File: config.mk
export PLATFORM = sky130hd
export DESIGN_NAME = misr_bist_ctrl
export DESIGN_NICKNAME = d
export VERILOG_FILES = /design/src/rtl/misr_pkg.sv /design/src/rtl/bist_lfsr_gen.sv /design/src/rtl/misr_bist_ctrl.sv
export SDC_FILE = /design/constraint.sdc
export NUM_CORES = 1
export LEC_CHECK = 0
export ABC_AREA = 0
export CAP_MARGIN = 10
export CORE_ASPECT_RATIO = 0.75
export CORE_UTILIZATION = 35
export CTS_CLUSTER_DIAMETER = 150
export CTS_CLUSTER_SIZE = 40
export DETAILED_ROUTE_END_ITERATION = 8
export PLACE_DENSITY = 0.66
export SLEW_MARGIN = 5
export SYNTH_ARGS = -nofsm -noshare
export SYNTH_HDL_FRONTEND = slang
export SYNTH_SLANG_ARGS = --single-unit
File: constraint.sdc
create_clock -name lfsr_clk -period 1.95 [get_ports lfsr_clk]
set_input_delay 0.195 -clock lfsr_clk [delete_from_list [all_inputs] [get_ports lfsr_clk]]
set_output_delay 0.195 -clock lfsr_clk [all_outputs]
set_load 0.01 [all_outputs]
File: src/rtl/misr_pkg.sv
// Shared types and step/compaction functions for the logic-BIST controller.
// Functions work on a wide word and take the active width as an argument.
package misr_pkg;

  localparam int unsigned MaxLen = 64;

  typedef logic [MaxLen-1:0] word_t;

  typedef enum logic [2:0] {
    StIdle,
    StRun,
    StDrain,
    StCmp,
    StDone
  } bist_state_t;

  function automatic word_t len_mask(input int unsigned len);
    return (len >= MaxLen) ? '1 : ((word_t'(1) << len) - word_t'(1));
  endfunction

  function automatic logic parity(input word_t vec, input word_t mask);
    return ^(vec & mask);
  endfunction

  // Rotate left within the low len bits.
  function automatic word_t rotl(input word_t vec, input int unsigned n, input int unsigned len);
    word_t       v;
    int unsigned k;
    v = vec & len_mask(len);
    k = n % len;
    if (k == 0) return v;
    return ((v << k) | (v >> (len - k))) & len_mask(len);
  endfunction

  function automatic word_t lfsr_step(input word_t s, input word_t poly, input int unsigned len);
    return ((s << 1) | word_t'(parity(s & len_mask(len), poly))) & len_mask(len);
  endfunction

  function automatic word_t misr_step(input word_t s, input word_t poly, input word_t fold,
                                     input int unsigned len);
    return lfsr_step(s, poly, len) ^ (fold & len_mask(len));
  endfunction

endpackage

File: src/rtl/bist_lfsr_gen.sv
// Pattern LFSR with synchronous load of the seed and step enable.
module bist_lfsr_gen
  import misr_pkg::*;
#(
  parameter int unsigned            LFSR_LENGTH    = 16,
  parameter logic [LFSR_LENGTH-1:0] LFSR_PRIM_POLY = 16'b1011_0100_0000_0001,
  parameter logic [LFSR_LENGTH-1:0] LFSR_SEED_VAL  = 16'b1011_0101_1101_1010
) (
  input  logic                   i_clk,
  input  logic                   i_rst_n,
  input  logic                   i_load,
  input  logic                   i_en,
  output logic [LFSR_LENGTH-1:0] o_state
);

  logic [LFSR_LENGTH-1:0] r_state;
  logic [LFSR_LENGTH-1:0] w_next;

  assign w_next = LFSR_LENGTH'(lfsr_step(word_t'(r_state), word_t'(LFSR_PRIM_POLY), LFSR_LENGTH));

  always_ff @(posedge i_clk) begin
    if (!i_rst_n || i_load) begin
      r_state <= LFSR_SEED_VAL;
    end else if (i_en) begin
      r_state <= w_next;
    end
  end

  assign o_state = r_state;

endmodule

File: src/rtl/misr_bist_ctrl.sv
// Logic-BIST controller: pattern LFSR, multi-channel MISR with latency-aligned
// enable, and a run/drain/compare sequencer reporting pass/fail.
module misr_bist_ctrl
  import misr_pkg::*;
#(
  parameter int unsigned            LFSR_LENGTH    = 16,
  parameter logic [LFSR_LENGTH-1:0] LFSR_PRIM_POLY = 16'b1011_0100_0000_0001,
  parameter logic [LFSR_LENGTH-1:0] LFSR_SEED_VAL  = 16'b1011_0101_1101_1010,
  parameter logic [LFSR_LENGTH-1:0] MISR_SEED_VAL  = 16'b0101_0101_1101_1110,
  parameter int unsigned            NUM_CH         = 2,
  parameter int unsigned            RESP_LAT       = 1,
  parameter int unsigned            CNT_WIDTH      = 16
) (
  input  logic                          lfsr_clk,
  input  logic                          resetn,
  input  logic                          bist_start,
  input  logic                          bist_abort,
  input  logic [CNT_WIDTH-1:0]          pat_count,
  input  logic [LFSR_LENGTH-1:0]        golden_sig,
  input  logic [NUM_CH*LFSR_LENGTH-1:0] resp_in,
  output logic [LFSR_LENGTH-1:0]        pat_out,
  output logic                          pat_valid,
  output logic [LFSR_LENGTH-1:0]        misr_state_out,
  output logic                          bist_busy,
  output logic                          bist_done,
  output logic                          bist_pass
);

  if (LFSR_SEED_VAL == '0) begin : g_bad_seed
    $error("LFSR_SEED_VAL must be nonzero");
  end
  if (LFSR_LENGTH < 3 || LFSR_LENGTH > MaxLen) begin : g_bad_len
    $error("LFSR_LENGTH out of range");
  end
  if (NUM_CH < 1 || NUM_CH > 8) begin : g_bad_ch
    $error("NUM_CH must be 1..8");
  end
  if (RESP_LAT > 4) begin : g_bad_lat
    $error("RESP_LAT must be 0..4");
  end

  localparam bist_state_t StAfterRun = (RESP_LAT == 0) ? StCmp : StDrain;
  localparam logic [2:0]  DrainLoad  = 3'(RESP_LAT);

  bist_state_t            r_state;
  bist_state_t            w_state_d;
  logic [CNT_WIDTH-1:0]   r_cnt;
  logic [2:0]             r_drain;
  logic [LFSR_LENGTH-1:0] r_misr;
  logic [LFSR_LENGTH-1:0] w_misr_next;
  logic                   r_pass;
  logic                   w_start_ok;
  logic                   w_pat_valid;
  logic                   w_misr_en;
  logic                   w_lfsr_en;

  bist_lfsr_gen #(
    .LFSR_LENGTH   (LFSR_LENGTH),
    .LFSR_PRIM_POLY(LFSR_PRIM_POLY),
    .LFSR_SEED_VAL (LFSR_SEED_VAL)
  ) u_lfsr (
    .i_clk  (lfsr_clk),
    .i_rst_n(resetn),
    .i_load (w_start_ok),
    .i_en   (w_lfsr_en),
    .o_state(pat_out)
  );

  always_ff @(posedge lfsr_clk) begin
    if (!resetn) begin
      r_state <= StIdle;
    end else begin
      r_state <= w_state_d;
    end
  end

  always_comb begin
    w_state_d  = r_state;
    w_start_ok = 1'b0;
    unique case (r_state)
      StIdle, StDone: begin
        if (bist_start) begin
          w_start_ok = 1'b1;
          w_state_d  = (pat_count == '0) ? StAfterRun : StRun;
        end
      end
      StRun:   if (r_cnt == CNT_WIDTH'(1)) w_state_d = StAfterRun;
      StDrain: if (r_drain == 3'd1) w_state_d = StCmp;
      StCmp:   w_state_d = StDone;
      default: w_state_d = StIdle;
    endcase
    if (bist_abort) begin
      w_state_d  = StIdle;
      w_start_ok = 1'b0;
    end
    w_pat_valid = (r_state == StRun);
    bist_busy   = (r_state == StRun) || (r_state == StDrain) || (r_state == StCmp);
    bist_done   = (r_state == StDone);
    w_lfsr_en   = w_pat_valid && !bist_abort;
  end

  // Enable the MISR when the response to a live pattern arrives.
  if (RESP_LAT == 0) begin : g_no_pipe
    assign w_misr_en = w_pat_valid;
  end else begin : g_pipe
    logic [RESP_LAT-1:0] r_pipe;
    always_ff @(posedge lfsr_clk) begin
      if (!resetn || bist_abort) begin
        r_pipe <= '0;
      end else begin
        r_pipe <= (r_pipe << 1) | RESP_LAT'(w_pat_valid);
      end
    end
    assign w_misr_en = r_pipe[RESP_LAT-1];
  end

  // Channel c is rotated by c so identical channels do not cancel.
  always_comb begin
    word_t v_fold;
    v_fold = '0;
    for (int unsigned c = 0; c < NUM_CH; c++) begin
      v_fold ^= rotl(word_t'(resp_in[c*LFSR_LENGTH +: LFSR_LENGTH]), c, LFSR_LENGTH);
    end
    w_misr_next = LFSR_LENGTH'(misr_step(word_t'(r_misr), word_t'(LFSR_PRIM_POLY), v_fold,
                                         LFSR_LENGTH));
  end

  always_ff @(posedge lfsr_clk) begin
    if (!resetn) begin
      r_cnt   <= '0;
      r_drain <= '0;
      r_misr  <= MISR_SEED_VAL;
      r_pass  <= 1'b0;
    end else begin
      if (w_state_d == StDrain && r_state != StDrain) begin
        r_drain <= DrainLoad;
      end else if (r_state == StDrain) begin
        r_drain <= r_drain - 3'd1;
      end
      if (bist_abort) begin
        r_pass <= 1'b0;
      end else if (w_start_ok) begin
        r_cnt  <= pat_count;
        r_misr <= MISR_SEED_VAL;
        r_pass <= 1'b0;
      end else begin
        if (r_state == StRun) r_cnt <= r_cnt - CNT_WIDTH'(1);
        if (w_misr_en) r_misr <= w_misr_next;
        if (r_state == StCmp) r_pass <= (r_misr == golden_sig);
      end
    end
  end

  assign pat_valid      = w_pat_valid;
  assign misr_state_out = r_misr;
  assign bist_pass      = r_pass;

endmodule

==> results.md <==
* Failing checks: DRC
* Register area at 1124 sq um
* Internal Pwr Total at 2.011 mW
* Dominant synthesized flop cell: dfxtp_1
* Vias in the first global route at 2912
* Max-slew violation count at 0
* # clock sinks at 56
* Largest net degree at the start of global routing at 24
* CTS tree: done
* Root buffer cell: clkbuf_16
* Sw Ratio at 27.50%
* Synthesis-stage register bit count at 56
* Bufs and invs on worst path at 0
* Pwr dens at 610.2 nW/um^2
* CTS Buf Count at 5
* Fmax at 520.3 MHz
* Drt pass-1 iters at 6
* RSZ-0062 raised after global routing: yes
* Synth top area share at 35.57%
* Yosys cell types at 53
* Die area at 9392 sq um
* Post-synthesis sequential area ratio at 35.57%
* Setup violations, final at 0
* I/O pin cnt at 104
* Final period utilization at 98.56%
* CP Data Required Time at 2.15 ns
* Fin crit period at 1.922 ns
* Vias per inst at 5.106
* Run status: complete, but fails checks
* DP Wirelength at 6664 microns
* Hold Buf Count CTS at 0
* Nets at 555
* Crit Path Class: reg -> reg
* Synthesized area per cell at 8.405 sq um
* Syn Inst Count at 375
* Input/output buffers at 103
* CTS max path bufs at 2
* Overflow after GRT at 0
* N_diodes at 0
* Total number of vias at 3023
* Final hold violation count at 0
* CTS clock-pin slew for the worst setup and hold paths at 0.08 ns
* Flop pwr share at 43.9%
* Combinational Power Share at 21.7%
* Slowest CP cell: or4_4
* Die Ht at 84.18 microns
* WHS at 0.4699 ns
* DP Worst Slack at -0.3193 ns
* Crit-path cells: or4_4 > nor2_4 > nand4_2 > a2111o_1 > a41o_1
* Yosys top cell by area: dfxtp_1
* Lkg Pwr at 1.718 nW
* DRT iter0 DRCs at 119
* Worst setup EP type: flop
* Post-synth EDFFs at 0
* Initial core utilization at 36.65%
* GRT Total Usage at 18.97%
* Max-cap violations at 0
* Slew HR at 67.86%
* Most common cell in the netlist: dfxtp_1
* Worst Slack Setup Final at 0.02801 ns
* CTS H-tree lvls at 2
* Clock latency on the worst-skew pair at 0.30 ns
* Post-synth ARST share at 0%
* Area of the multi-input gates at 1826 sq um
* Worst EP arrival at 2.12 ns
* Hold Crit Class: reg -> reg
* Clk_skew at 0.006551 ns
* Synthesized area at 3152 sq um
* Core ar. at 8600 sq um
* Post-synth top cells: 56 x dfxtp_1, 53 x nand2_1, 46 x xnor2_1
* Initial antenna violation count at 0
* Sw power at 762.6 uW
* Yosys warns at 0
* Standard-cell rows at 29
* Routed wire length at 8805 microns
* DR WL/cell at 14.87 microns
* Share of layout cells above drive strength 1 at 12.60%
* Slew @ Worst Pin at 0.4777 ns
* ANT nets after route at 0
* Clock group share of total power at 34.4%
* Post-route setup TNS at 0 ns
* Total Power at 2.773 mW
* First-pass GRT wire length at 14260 microns
* Layout area overhead at 44.18%
* Cell family contributing the most delay on the critical path: simple AND/OR/NAND/NOR gates
* Routability cong. at 0.8864
* Residual DRC at 3
* Fillers at 805
* Dominant cells by area after synthesis: dfxtp_1 36%, xnor2_1 13%, nand2_1 6.3%
* Post-Syn Nets at 447
* Worst setup SP type: flop
* Worst path max stage delay at 0.56 ns
* Worst vdd ir at 0.4006 mV
* CP Max Fanout at 4
* Die width at 111.6 microns
[cells in the final DEF, fill, tap and decap left out, types with 11 or more instances in the layout]
cell type and instances:
buf_4 32, nand3_1 17, nor2_1 20, xnor2_1 46, o211ai_1 13, nand2_1 53
xor2_1 11, dfxtp_1 54, clkdlybuf4s50_1 103, a21oi_1 27, o21ai_0 12
[registers in the layout (all words and copies together) (netlist names)]
| signal | count |
|---|---|
| bist_pass | 1 |
| g_pipe.r_pipe | 1 |
| misr_state_out | 16 |
| r_cnt | 16 |
| r_drain | 3 |
| r_state | 3 |
| u_lfsr.o_state | 16 |
[worst min-delay path: stages (launching register included)]
cell	delay, ns
dfxtp_1	0.33
nand2_1	0.05
a21oi_1	0.05
[final timing paths]
path,from,end,slack [ns],depth (start not counted)
max,r_cnt[8],r_drain[2],0.03,5
min,u_lfsr.o_state[1],u_lfsr.o_state[2],0.47,2
max reg2reg,r_cnt[8],r_drain[2],0.03,5
min reg2reg,u_lfsr.o_state[1],u_lfsr.o_state[2],0.47,2
[stage by stage]
step / utilization [%] / instance area, sq um / instances
3_5_place_dp: 50.62 / 4353 / 583
2_1_floorplan: - / 3152 / 375
3_3_place_gp: 50.62 / 4353 / 583
5_1_grt: 52.84 / 4544 / 592
6_report: 52.84 / 4544 / 592
4_1_cts: 52.52 / 4517 / 591
[final cells by class]
class | instances | area share [%]
multi-input combinational | 279 | 40.17
timing repair buffer | 136 | 28.41
sequential | 56 | 24.72
tap | 108 | 2.974
clock buffer | 5 | 2.753
clock inverter | 3 | 0.5507
inverter | 5 | 0.4130
[layer usage]
layer | part of all wire, % | up-vias | GRT usage, %
met2 | 45 | 104 | 30.51
met1 | 47 | 1399 | 25.49
met4 | 0.89 | 0 | 4.423
met5 | 0 | - | 0
li1 | - | 1512 | -
met3 | 7.1 | 8 | 4.982
[power groups by stage]
stage / registers (mW) / logic, mW / clock network (mW)
after detailed placement: 1.24 / 0.592 / 0
after global routing: 1.22 / 0.654 / 1.02
final: 1.22 / 0.603 / 0.954
after CTS: 1.21 / 0.597 / 0.959
after floorplan: 1.24 / 0.290 / 0
after global placement: 1.24 / 0.586 / 0
[what timing repair did]
| item | 4_1_cts | 5_1_grt |
|---|---|---|
| hold endpoints to repair | 0 | 0 |
| setup endpoints to repair | 3 | 9 |
| buffers inserted | 0 | 1 |
| resized for setup | 3 | 6 |
| pin swaps | 1 | 6 |
[cells by family after synthesis]
kind of cell / synth area share (%)
and+or+nand+nor: 23.30
AOI/OAI and AO/OA: 15.88
xor gates and xnor gates: 15.84
DFF: 35.57
buffers and inverters: 7.503
adders and majority gates: 1.588
muxes: 0.3176
(Power assumes the default switching activity.)
